### src/rtl/pa_idu_reg_sbd_pkg.sv
// Shared type encoding and index widths for the IDU register scoreboard.
package pa_idu_sbd_pkg;

    typedef enum logic {
        SBD_ALU = 1'b0,
        SBD_LSU = 1'b1
    } sbd_typ_e;

    localparam int unsigned SBD_REG_NUM = 16;
    localparam int unsigned IDX_W       = $clog2(SBD_REG_NUM);

    function automatic int unsigned sbd_idx_w(input int unsigned reg_num);
        return (reg_num < 2) ? 1 : $clog2(reg_num);
    endfunction

endpackage

### src/rtl/pa_idu_reg_sbd_if.sv
// Issue, interrupt-clear, writeback and read-port bundle of the register scoreboard.
interface pa_idu_reg_sbd_if
    import pa_idu_sbd_pkg::*;
#(
    parameter int IW        = IDX_W,
    parameter int REG_WIDTH = 32
);
    logic                 iss_vld;
    logic [IW-1:0]        iss_idx;
    logic                 iss_ld;
    logic                 iss_stall_req;
    logic                 iss_full;
    logic                 int_clr_vld;
    logic [IW-1:0]        int_clr_idx;
    logic                 alu_wb_vld;
    logic [IW-1:0]        alu_wb_idx;
    logic [REG_WIDTH-1:0] alu_wb_data;
    logic                 lsu_wb_vld;
    logic [IW-1:0]        lsu_wb_idx;
    logic [REG_WIDTH-1:0] lsu_wb_data;
    logic [IW-1:0]        rd0_idx;
    logic [IW-1:0]        rd1_idx;
    logic [REG_WIDTH-1:0] rd0_data;
    logic [REG_WIDTH-1:0] rd1_data;
    logic                 rd0_busy;
    logic                 rd1_busy;
    logic                 rd0_busy_lsu;
    logic                 rd1_busy_lsu;

    modport master (
        output iss_vld, iss_idx, iss_ld, iss_stall_req,
        output int_clr_vld, int_clr_idx,
        output alu_wb_vld, alu_wb_idx, alu_wb_data,
        output lsu_wb_vld, lsu_wb_idx, lsu_wb_data,
        output rd0_idx, rd1_idx,
        input  iss_full, rd0_data, rd1_data,
        input  rd0_busy, rd1_busy, rd0_busy_lsu, rd1_busy_lsu
    );

    modport slave (
        input  iss_vld, iss_idx, iss_ld, iss_stall_req,
        input  int_clr_vld, int_clr_idx,
        input  alu_wb_vld, alu_wb_idx, alu_wb_data,
        input  lsu_wb_vld, lsu_wb_idx, lsu_wb_data,
        input  rd0_idx, rd1_idx,
        output iss_full, rd0_data, rd1_data,
        output rd0_busy, rd1_busy, rd0_busy_lsu, rd1_busy_lsu
    );
endinterface

### src/rtl/gated_clk_cell.sv
// Latch-based clock gate: enable is captured while the clock is low so the gated clock never glitches.
module gated_clk_cell (
    input  logic clk_in,
    input  logic local_en,
    output logic clk_out
);
    logic en_lat;

    always_latch begin
        if (!clk_in) en_lat <= local_en;
    end

    assign clk_out = clk_in & en_lat;
endmodule

### src/rtl/pa_idu_sbd_entry.sv
// One scoreboard entry: in-order producer type FIFO, producer count, gated data register and stall flags.
module pa_idu_sbd_entry
    import pa_idu_sbd_pkg::*;
#(
    parameter int REG_WIDTH = 32,
    parameter int DEPTH     = 2
)(
    input  logic                 clk,
    input  logic                 rst_n,
    input  logic                 warm_up,
    input  logic                 flush,
    input  logic                 push,
    input  logic                 push_ld,
    input  logic                 alu_hit,
    input  logic                 lsu_hit,
    input  logic                 clr_hit,
    input  logic [REG_WIDTH-1:0] alu_data,
    input  logic [REG_WIDTH-1:0] lsu_data,
    output logic [REG_WIDTH-1:0] data,
    output logic                 full,
    output logic                 busy,
    output logic                 busy_lsu
);
    localparam int CW = $clog2(DEPTH + 1);

    logic [CW-1:0]    cnt;
    logic [CW-1:0]    cnt_nxt;
    logic [DEPTH-1:0] typ;
    logic [DEPTH-1:0] typ_nxt;
    logic [DEPTH-1:0] lsu_vis;
    sbd_typ_e         head;
    logic             nonempty;
    logic             alu_pop;
    logic             lsu_pop;
    logic             pop;
    logic             push_ok;
    logic             gclk;

    assign head     = sbd_typ_e'(typ[0]);
    assign nonempty = (cnt != '0);
    assign alu_pop  = alu_hit & nonempty & (head == SBD_ALU);
    assign lsu_pop  = lsu_hit & nonempty & (head == SBD_LSU);
    assign pop      = alu_pop | lsu_pop | (clr_hit & nonempty);
    assign full     = (cnt == CW'(DEPTH)) & ~pop;
    assign push_ok  = push & ~full;
    assign busy     = nonempty & (head == SBD_ALU) & ~alu_pop;

    // A retiring LSU head is masked out so dependants can issue in the writeback cycle.
    always_comb begin
        lsu_vis = '0;
        for (int i = 0; i < DEPTH; i++) begin
            if (CW'(i) < cnt) lsu_vis[i] = typ[i];
        end
        if (lsu_pop) lsu_vis[0] = 1'b0;
    end
    assign busy_lsu = |lsu_vis;

    always_comb begin
        typ_nxt = typ;
        cnt_nxt = cnt;
        if (pop) begin
            typ_nxt = typ >> 1;
            cnt_nxt = cnt - CW'(1);
        end
        if (push_ok) begin
            for (int i = 0; i < DEPTH; i++) begin
                if (CW'(i) == cnt_nxt) typ_nxt[i] = push_ld;
            end
            cnt_nxt = cnt_nxt + CW'(1);
        end
        if (flush) begin
            typ_nxt = '0;
            cnt_nxt = '0;
        end
    end

    always_ff @(posedge clk or negedge rst_n) begin
        if (!rst_n) begin
            cnt <= '0;
            typ <= '0;
        end else begin
            cnt <= cnt_nxt;
            typ <= typ_nxt;
        end
    end

    gated_clk_cell x_gclk (
        .clk_in   (clk),
        .local_en (alu_hit | lsu_hit | warm_up),
        .clk_out  (gclk)
    );

    always_ff @(posedge gclk) begin
        if (warm_up)      data <= '0;
        else if (lsu_hit) data <= lsu_data;
        else              data <= alu_data;
    end
endmodule

### src/rtl/pa_idu_reg_sbd.sv
// IDU register bank with per-entry write scoreboard; decodes indices onto the entries and muxes the read ports.
module pa_idu_reg_sbd
    import pa_idu_sbd_pkg::*;
#(
    parameter int REG_NUM   = 16,
    parameter int REG_WIDTH = 32,
    parameter int DEPTH     = 2,
    parameter int ZERO_REG0 = 0
)(
    input  logic              forever_cpuclk,
    input  logic              cpurst_b,
    input  logic              ifu_idu_warm_up,
    input  logic              rtu_idu_flush_fe,
    pa_idu_reg_sbd_if.slave   sbd
);
    localparam int IW = sbd_idx_w(REG_NUM);

    logic [REG_WIDTH-1:0] ent_data [REG_NUM];
    logic [REG_NUM-1:0]   ent_full;
    logic [REG_NUM-1:0]   ent_busy;
    logic [REG_NUM-1:0]   ent_busy_lsu;
    logic                 iss_push;

    assign iss_push = sbd.iss_vld & ~sbd.iss_stall_req;

    for (genvar g = 0; g < REG_NUM; g++) begin : g_ent
        if ((ZERO_REG0 != 0) && (g == 0)) begin : g_zero
            assign ent_data[g]     = '0;
            assign ent_full[g]     = 1'b0;
            assign ent_busy[g]     = 1'b0;
            assign ent_busy_lsu[g] = 1'b0;
        end else begin : g_live
            pa_idu_sbd_entry #(
                .REG_WIDTH (REG_WIDTH),
                .DEPTH     (DEPTH)
            ) x_ent (
                .clk      (forever_cpuclk),
                .rst_n    (cpurst_b),
                .warm_up  (ifu_idu_warm_up),
                .flush    (rtu_idu_flush_fe),
                .push     (iss_push & (sbd.iss_idx == IW'(g))),
                .push_ld  (sbd.iss_ld),
                .alu_hit  (sbd.alu_wb_vld & (sbd.alu_wb_idx == IW'(g))),
                .lsu_hit  (sbd.lsu_wb_vld & (sbd.lsu_wb_idx == IW'(g))),
                .clr_hit  (sbd.int_clr_vld & (sbd.int_clr_idx == IW'(g))),
                .alu_data (sbd.alu_wb_data),
                .lsu_data (sbd.lsu_wb_data),
                .data     (ent_data[g]),
                .full     (ent_full[g]),
                .busy     (ent_busy[g]),
                .busy_lsu (ent_busy_lsu[g])
            );
        end
    end

    assign sbd.iss_full     = ent_full[sbd.iss_idx];
    assign sbd.rd0_data     = ent_data[sbd.rd0_idx];
    assign sbd.rd1_data     = ent_data[sbd.rd1_idx];
    assign sbd.rd0_busy     = ent_busy[sbd.rd0_idx];
    assign sbd.rd1_busy     = ent_busy[sbd.rd1_idx];
    assign sbd.rd0_busy_lsu = ent_busy_lsu[sbd.rd0_idx];
    assign sbd.rd1_busy_lsu = ent_busy_lsu[sbd.rd1_idx];

    // Issuing into a full entry is a protocol error from decode; the push is silently dropped.
    a_no_push_full: assert property (@(posedge forever_cpuclk) disable iff (!cpurst_b)
        !(iss_push && sbd.iss_full));
endmodule

### src/flat_wrapper.sv
// flat-port wrapper written by rule: the top's interface ports become plain ports
module pa_idu_reg_sbd_flat import pa_idu_sbd_pkg::*;
#(
    parameter int REG_NUM   = 16,
    parameter int REG_WIDTH = 32,
    parameter int DEPTH     = 2,
    parameter int ZERO_REG0 = 0
)
  (forever_cpuclk, cpurst_b, ifu_idu_warm_up, rtu_idu_flush_fe, sbd_iss_vld, sbd_iss_idx, sbd_iss_ld, sbd_iss_stall_req, sbd_int_clr_vld, sbd_int_clr_idx, sbd_alu_wb_vld, sbd_alu_wb_idx, sbd_alu_wb_data, sbd_lsu_wb_vld, sbd_lsu_wb_idx, sbd_lsu_wb_data, sbd_rd0_idx, sbd_rd1_idx, sbd_iss_full, sbd_rd0_data, sbd_rd1_data, sbd_rd0_busy, sbd_rd1_busy, sbd_rd0_busy_lsu, sbd_rd1_busy_lsu);
  pa_idu_reg_sbd_if #(.IW(IDX_W), .REG_WIDTH(REG_WIDTH)) sbd_i ();
  input  logic forever_cpuclk;
  input  logic cpurst_b;
  input  logic ifu_idu_warm_up;
  input  logic rtu_idu_flush_fe;
  input wire logic [$bits(sbd_i.iss_vld)-1:0] sbd_iss_vld;
  input wire logic [$bits(sbd_i.iss_idx)-1:0] sbd_iss_idx;
  input wire logic [$bits(sbd_i.iss_ld)-1:0] sbd_iss_ld;
  input wire logic [$bits(sbd_i.iss_stall_req)-1:0] sbd_iss_stall_req;
  input wire logic [$bits(sbd_i.int_clr_vld)-1:0] sbd_int_clr_vld;
  input wire logic [$bits(sbd_i.int_clr_idx)-1:0] sbd_int_clr_idx;
  input wire logic [$bits(sbd_i.alu_wb_vld)-1:0] sbd_alu_wb_vld;
  input wire logic [$bits(sbd_i.alu_wb_idx)-1:0] sbd_alu_wb_idx;
  input wire logic [$bits(sbd_i.alu_wb_data)-1:0] sbd_alu_wb_data;
  input wire logic [$bits(sbd_i.lsu_wb_vld)-1:0] sbd_lsu_wb_vld;
  input wire logic [$bits(sbd_i.lsu_wb_idx)-1:0] sbd_lsu_wb_idx;
  input wire logic [$bits(sbd_i.lsu_wb_data)-1:0] sbd_lsu_wb_data;
  input wire logic [$bits(sbd_i.rd0_idx)-1:0] sbd_rd0_idx;
  input wire logic [$bits(sbd_i.rd1_idx)-1:0] sbd_rd1_idx;
  output wire logic [$bits(sbd_i.iss_full)-1:0] sbd_iss_full;
  output wire logic [$bits(sbd_i.rd0_data)-1:0] sbd_rd0_data;
  output wire logic [$bits(sbd_i.rd1_data)-1:0] sbd_rd1_data;
  output wire logic [$bits(sbd_i.rd0_busy)-1:0] sbd_rd0_busy;
  output wire logic [$bits(sbd_i.rd1_busy)-1:0] sbd_rd1_busy;
  output wire logic [$bits(sbd_i.rd0_busy_lsu)-1:0] sbd_rd0_busy_lsu;
  output wire logic [$bits(sbd_i.rd1_busy_lsu)-1:0] sbd_rd1_busy_lsu;
  assign sbd_i.iss_vld = sbd_iss_vld;
  assign sbd_i.iss_idx = sbd_iss_idx;
  assign sbd_i.iss_ld = sbd_iss_ld;
  assign sbd_i.iss_stall_req = sbd_iss_stall_req;
  assign sbd_i.int_clr_vld = sbd_int_clr_vld;
  assign sbd_i.int_clr_idx = sbd_int_clr_idx;
  assign sbd_i.alu_wb_vld = sbd_alu_wb_vld;
  assign sbd_i.alu_wb_idx = sbd_alu_wb_idx;
  assign sbd_i.alu_wb_data = sbd_alu_wb_data;
  assign sbd_i.lsu_wb_vld = sbd_lsu_wb_vld;
  assign sbd_i.lsu_wb_idx = sbd_lsu_wb_idx;
  assign sbd_i.lsu_wb_data = sbd_lsu_wb_data;
  assign sbd_i.rd0_idx = sbd_rd0_idx;
  assign sbd_i.rd1_idx = sbd_rd1_idx;
  assign sbd_iss_full = sbd_i.iss_full;
  assign sbd_rd0_data = sbd_i.rd0_data;
  assign sbd_rd1_data = sbd_i.rd1_data;
  assign sbd_rd0_busy = sbd_i.rd0_busy;
  assign sbd_rd1_busy = sbd_i.rd1_busy;
  assign sbd_rd0_busy_lsu = sbd_i.rd0_busy_lsu;
  assign sbd_rd1_busy_lsu = sbd_i.rd1_busy_lsu;
  pa_idu_reg_sbd #(.REG_NUM(REG_NUM), .REG_WIDTH(REG_WIDTH), .DEPTH(DEPTH), .ZERO_REG0(ZERO_REG0)) u_core (.forever_cpuclk(forever_cpuclk), .cpurst_b(cpurst_b), .ifu_idu_warm_up(ifu_idu_warm_up), .rtu_idu_flush_fe(rtu_idu_flush_fe), .sbd(sbd_i));
endmodule
### config.mk
export PLATFORM = sky130hd
export DESIGN_NAME = pa_idu_reg_sbd_flat
export DESIGN_NICKNAME = d
export VERILOG_FILES = /design/src/rtl/pa_idu_reg_sbd_pkg.sv /design/src/rtl/pa_idu_reg_sbd_if.sv /design/src/rtl/gated_clk_cell.sv /design/src/rtl/pa_idu_sbd_entry.sv /design/src/rtl/pa_idu_reg_sbd.sv /design/src/flat_wrapper.sv
export SDC_FILE = /design/constraint.sdc
export NUM_CORES = 2
export LEC_CHECK = 0
export ABC_AREA = 0
export BUFFER_PORTS_ARGS = -buffer_cell sky130_fd_sc_hd__buf_2
export CAP_MARGIN = 20
export CORE_ASPECT_RATIO = 0.9
export CORE_MARGIN = 1.5
export CORE_UTILIZATION = 55
export CTS_BUF_LIST = sky130_fd_sc_hd__clkbuf_4
export DETAILED_ROUTE_END_ITERATION = 10
export PLACE_DENSITY = 0.71
export SETUP_SLACK_MARGIN = 0.2
export SKIP_CTS_REPAIR_TIMING = 1
export SLEW_MARGIN = 20
export SYNTH_ARGS = -nofsm -noshare
export SYNTH_HDL_FRONTEND = slang
export SYNTH_SLANG_ARGS = --single-unit
### constraint.sdc
create_clock -name forever_cpuclk -period 3.3 [get_ports forever_cpuclk]
set_clock_uncertainty 0.1 [all_clocks]
set_input_delay 0.495 -clock forever_cpuclk [delete_from_list [all_inputs] [get_ports forever_cpuclk]]
set_output_delay 0.495 -clock forever_cpuclk [all_outputs]
set_load 0.1 [all_outputs]
==> results.md <==
* Crit path arrival time at 3160 ps
* Final period util at 113.9%
* Top Ports at 167
* Gr ovfl total at 0
* Setup Crit Path Kind: reg2out
* Hold Crit Start: sbd_iss_idx[3]
* Antenna-violating nets left at 0
* Max Cap Viol at 0
* Final #Nets at 3976
* Synth Flop Type: dfxtp_1
* Core Rows at 84
* Critical path, cell by cell: inv_2 -> ha_4 -> inv_2 -> nand2_2 -> o32ai_2 -> mux4_2 -> nor3b_4 -> or3_4 -> buf_12
* Crit end category: primary output
* Min Clock Period, post-route at 3758 ps
* Routability Congestion at 1.026
* Synth unique cells at 68
* Yosys reg bits at 592
* Lkg Pwr at 15.69 nW
* Internal power component at 0.007868 W
* Area Overhead vs Synth at 18.16%
* Tightest Pin Transition at 1117 ps
* Reg-to-Reg Start: u_core.g_ent[11].g_live.x_ent.typ[0]
* Post-synth ARST share at 10.81%
* CP endpoint: sbd_rd1_busy_lsu
* VDD IR max at 0.4061 mV
* Initial core utilization at 55.80%
* Outcome: finished with violations
* Required @ worst endpoint at 2700 ps
* Final Max Tran Viols at 0
* Switching Fraction at 41.40%
* Failing checks: negative setup slack
* PortBufs at 166
* Initial antenna violation count at 14
* Setup repair after global routing missed its margin: true
* Fin. Hold Viols at 0
* Synth Cell Area at 32670 sq um
* Syn nets at 3801
* Final wirelength at 126.4 mm
* Combinational share of power at 28.2%
* First-pass GRT wire length at 182.5 mm
* Critical R2R Capture: u_core.g_ent[11].g_live.x_ent.typ[1]
* Clock power share at 34.6%
* Core ar. at 58540 sq um
* Pwr dens at 347.9 nW/um^2
* First drt pass iteration count at 7
* Slowest cell on crit path: mux4_2
* Share of layout cells above drive strength 1 at 25.72%
* TNS Setup at -2867 ps
* Synth Area per Inst at 9.016 sq um
* CTS tree: done
* Fill cells at 4468
* Reg2reg setup slack at 650 ps
* Reg power frac at 37.2%
* EDFF count, synth at 0
* Vias at 31026
* Detail-routed via count per cell at 6.700
* Die area at 60860 sq um
* Yosys warnings at 0
* Fmax at 266.1 MHz
* Crit Path Max Fanout at 3
* Clock Latency Late Sink at 950 ps
* Pin count of the biggest net entering global routing at 219
* Vias in the first global route at 28551
* Register area at 12130 sq um
* DP HPWL at 72.12 mm
* DRC Markers at 0
* Multi-input gate area at 19340 sq um
* Hold WS at 4.273 ps
* Setup crit start kind: register
* Routed len/inst at 27.29 microns
* Post-Syn Instances at 3623
* Critical Path Most Common Cell: inv_2
* Worst stage delay on the critical path at 540 ps
* Switching power at 0.005559 W
* Final setup violation count at 43
* Initial DRC Count at 5385
* Crit path launch: u_core.g_ent[3].g_live.x_ent.cnt[1]
* Clock edge transition at the registers on the reported setup and hold paths at 150 ps
* Worst setup margin at -457.9 ps
* Die W at 259.9 microns
* FF-to-FF path depth at 7
* GRT Util Overall at 40.41%
* Slew headroom at 25.56%
* Hold Crit Class: in2reg
* Die H at 234.2 microns
## sequential cells by signal, indices dropped and copies added (netlist names)
signal                                   count
u_core.g_ent.g_live.x_ent.data             512
u_core.g_ent.g_live.x_ent.cnt               32
u_core.g_ent.g_live.x_ent.x_gclk.en_lat     16
u_core.g_ent.g_live.x_ent.typ               32
## cell type report
| class | count | share of cell area, % |
|---|---|---|
| tap | 774 | 2.509 |
| timing repair buffer | 460 | 11.78 |
| clock buffer | 117 | 2.276 |
| clock inverter | 36 | 0.9822 |
| antenna | 11 | 0.07132 |
| multi-input combinational | 2555 | 50.10 |
| sequential | 592 | 31.44 |
| inverter | 86 | 0.8428 |
## worst min-delay path by stage
stage / cells past startpoint / slack, ps / endpoint
3_5_place_dp: 0 / 130 / clock gate
5_1_grt: 5 / 9 / u_core.g_ent[14].g_live.x_ent.typ[1]
2_1_floorplan: 0 / 100 / u_core.g_ent[0].g_live.x_ent.cnt[0]
3_3_place_gp: 0 / 130 / clock gate
4_1_cts: 2 / -560 / u_core.g_ent[7].g_live.x_ent.cnt[0]
6_report: 5 / 4 / u_core.g_ent[14].g_live.x_ent.typ[1]
## worst max-delay path: cells and delay by family, from the launching register on
family / cells / cell delay [ps]
compound gates: 1 / 90
mux: 1 / 540
flops: 1 / 450
simple gates: 3 / 670
fa+ha+maj: 1 / 150
buf+inv: 3 / 330
## metal layers
layer  wire (microns)  track usage (%)  share of wire (%)
met2            55210            59.87                 44
met1            45580            54.16                 36
met4             7048            20.02                5.6
met3            18330            11.53                 15
met5              206            1.587               0.16
## power groups by stage
stage	Sequential (W)	Clock (W)	Combinational, W
after floorplan	0.00498	0.000606	0.00248
after global placement	0.00503	0.000586	0.00321
after detailed placement	0.00505	0.000586	0.00325
after CTS	0.00497	0.00451	0.00325
after global routing	0.00503	0.00463	0.00393
final	0.00500	0.00465	0.00378
## Yosys cell counts (10+ instances only)
| master | instances | area, sq um |
|---|---|---|
| and3_1 | 14 | 87.58 |
| buf_2 | 15 | 75.07 |
| nand3_1 | 29 | 145.1 |
| and2_1 | 21 | 131.4 |
| nor2b_1 | 17 | 106.4 |
| nor2_1 | 84 | 315.3 |
| mux4_2 | 333 | 7500 |
| dlxtn_1 | 16 | 240.2 |
| ha_1 | 80 | 1001 |
| o211a_1 | 13 | 130.1 |
| xnor2_1 | 21 | 183.9 |
| dfxtp_1 | 512 | 10250 |
| a221oi_1 | 11 | 96.34 |
| nand2b_1 | 17 | 106.4 |
| nand2_1 | 1098 | 4121 |
| buf_1 | 85 | 319.1 |
| a311oi_1 | 12 | 105.1 |
| or3_1 | 24 | 150.1 |
| xor2_1 | 10 | 87.58 |
| a21oi_1 | 548 | 2743 |
| nand3b_1 | 12 | 90.09 |
| o32ai_1 | 10 | 87.58 |
| o21ai_0 | 23 | 115.1 |
| nand4_1 | 10 | 62.56 |
| nor3_1 | 30 | 150.1 |
| clkbuf_1 | 289 | 1085 |
| dfrtp_1 | 64 | 1602 |
| inv_1 | 85 | 319.1 |
## stage by stage
stage,area [sq um],total power (W),utilization [%],worst slack (ps),cells
after floorplan,32780,0.008069,-,-109.3,3623
after global placement,34740,0.008826,59.35,-56.55,4333
after detailed placement,34740,0.008879,59.35,-74.26,4333
after CTS,36000,0.01274,61.49,-715.9,4486
after global routing,38580,0.01359,65.91,-534.4,4625
final,38600,0.01343,65.93,-457.9,4631
## cell families after synthesis
family | after synthesis | synth area share (%)
AOI/OAI and AO/OA | 702 | 12.36
muxes | 349 | 23.48
adders and majority gates | 80 | 3.064
xor gates and xnor gates | 31 | 0.8312
latches | 16 | 0.7354
DFF | 576 | 36.28
and+or+nand+nor | 1393 | 17.71
buffers and inverters | 476 | 5.531
## layout by cell type, fill, tap and decap left out, types with 20 or more instances in the layout
cell type and count:
a21oi_1 548, nor3_1 27, inv_1 70, buf_4 165, dlygate4sd3_1 102, o21ai_0 22, xnor2_1 21, dfrtp_1 58
and2_1 21, nand2_1 1081, clkbuf_4 117, or3_1 22, mux4_2 333, ha_1 57, nand3_1 27, buf_2 90
buf_12 70, ha_4 20, dfxtp_1 484, nor2_1 73, dfxtp_2 28
(Power assumes the default switching activity.)
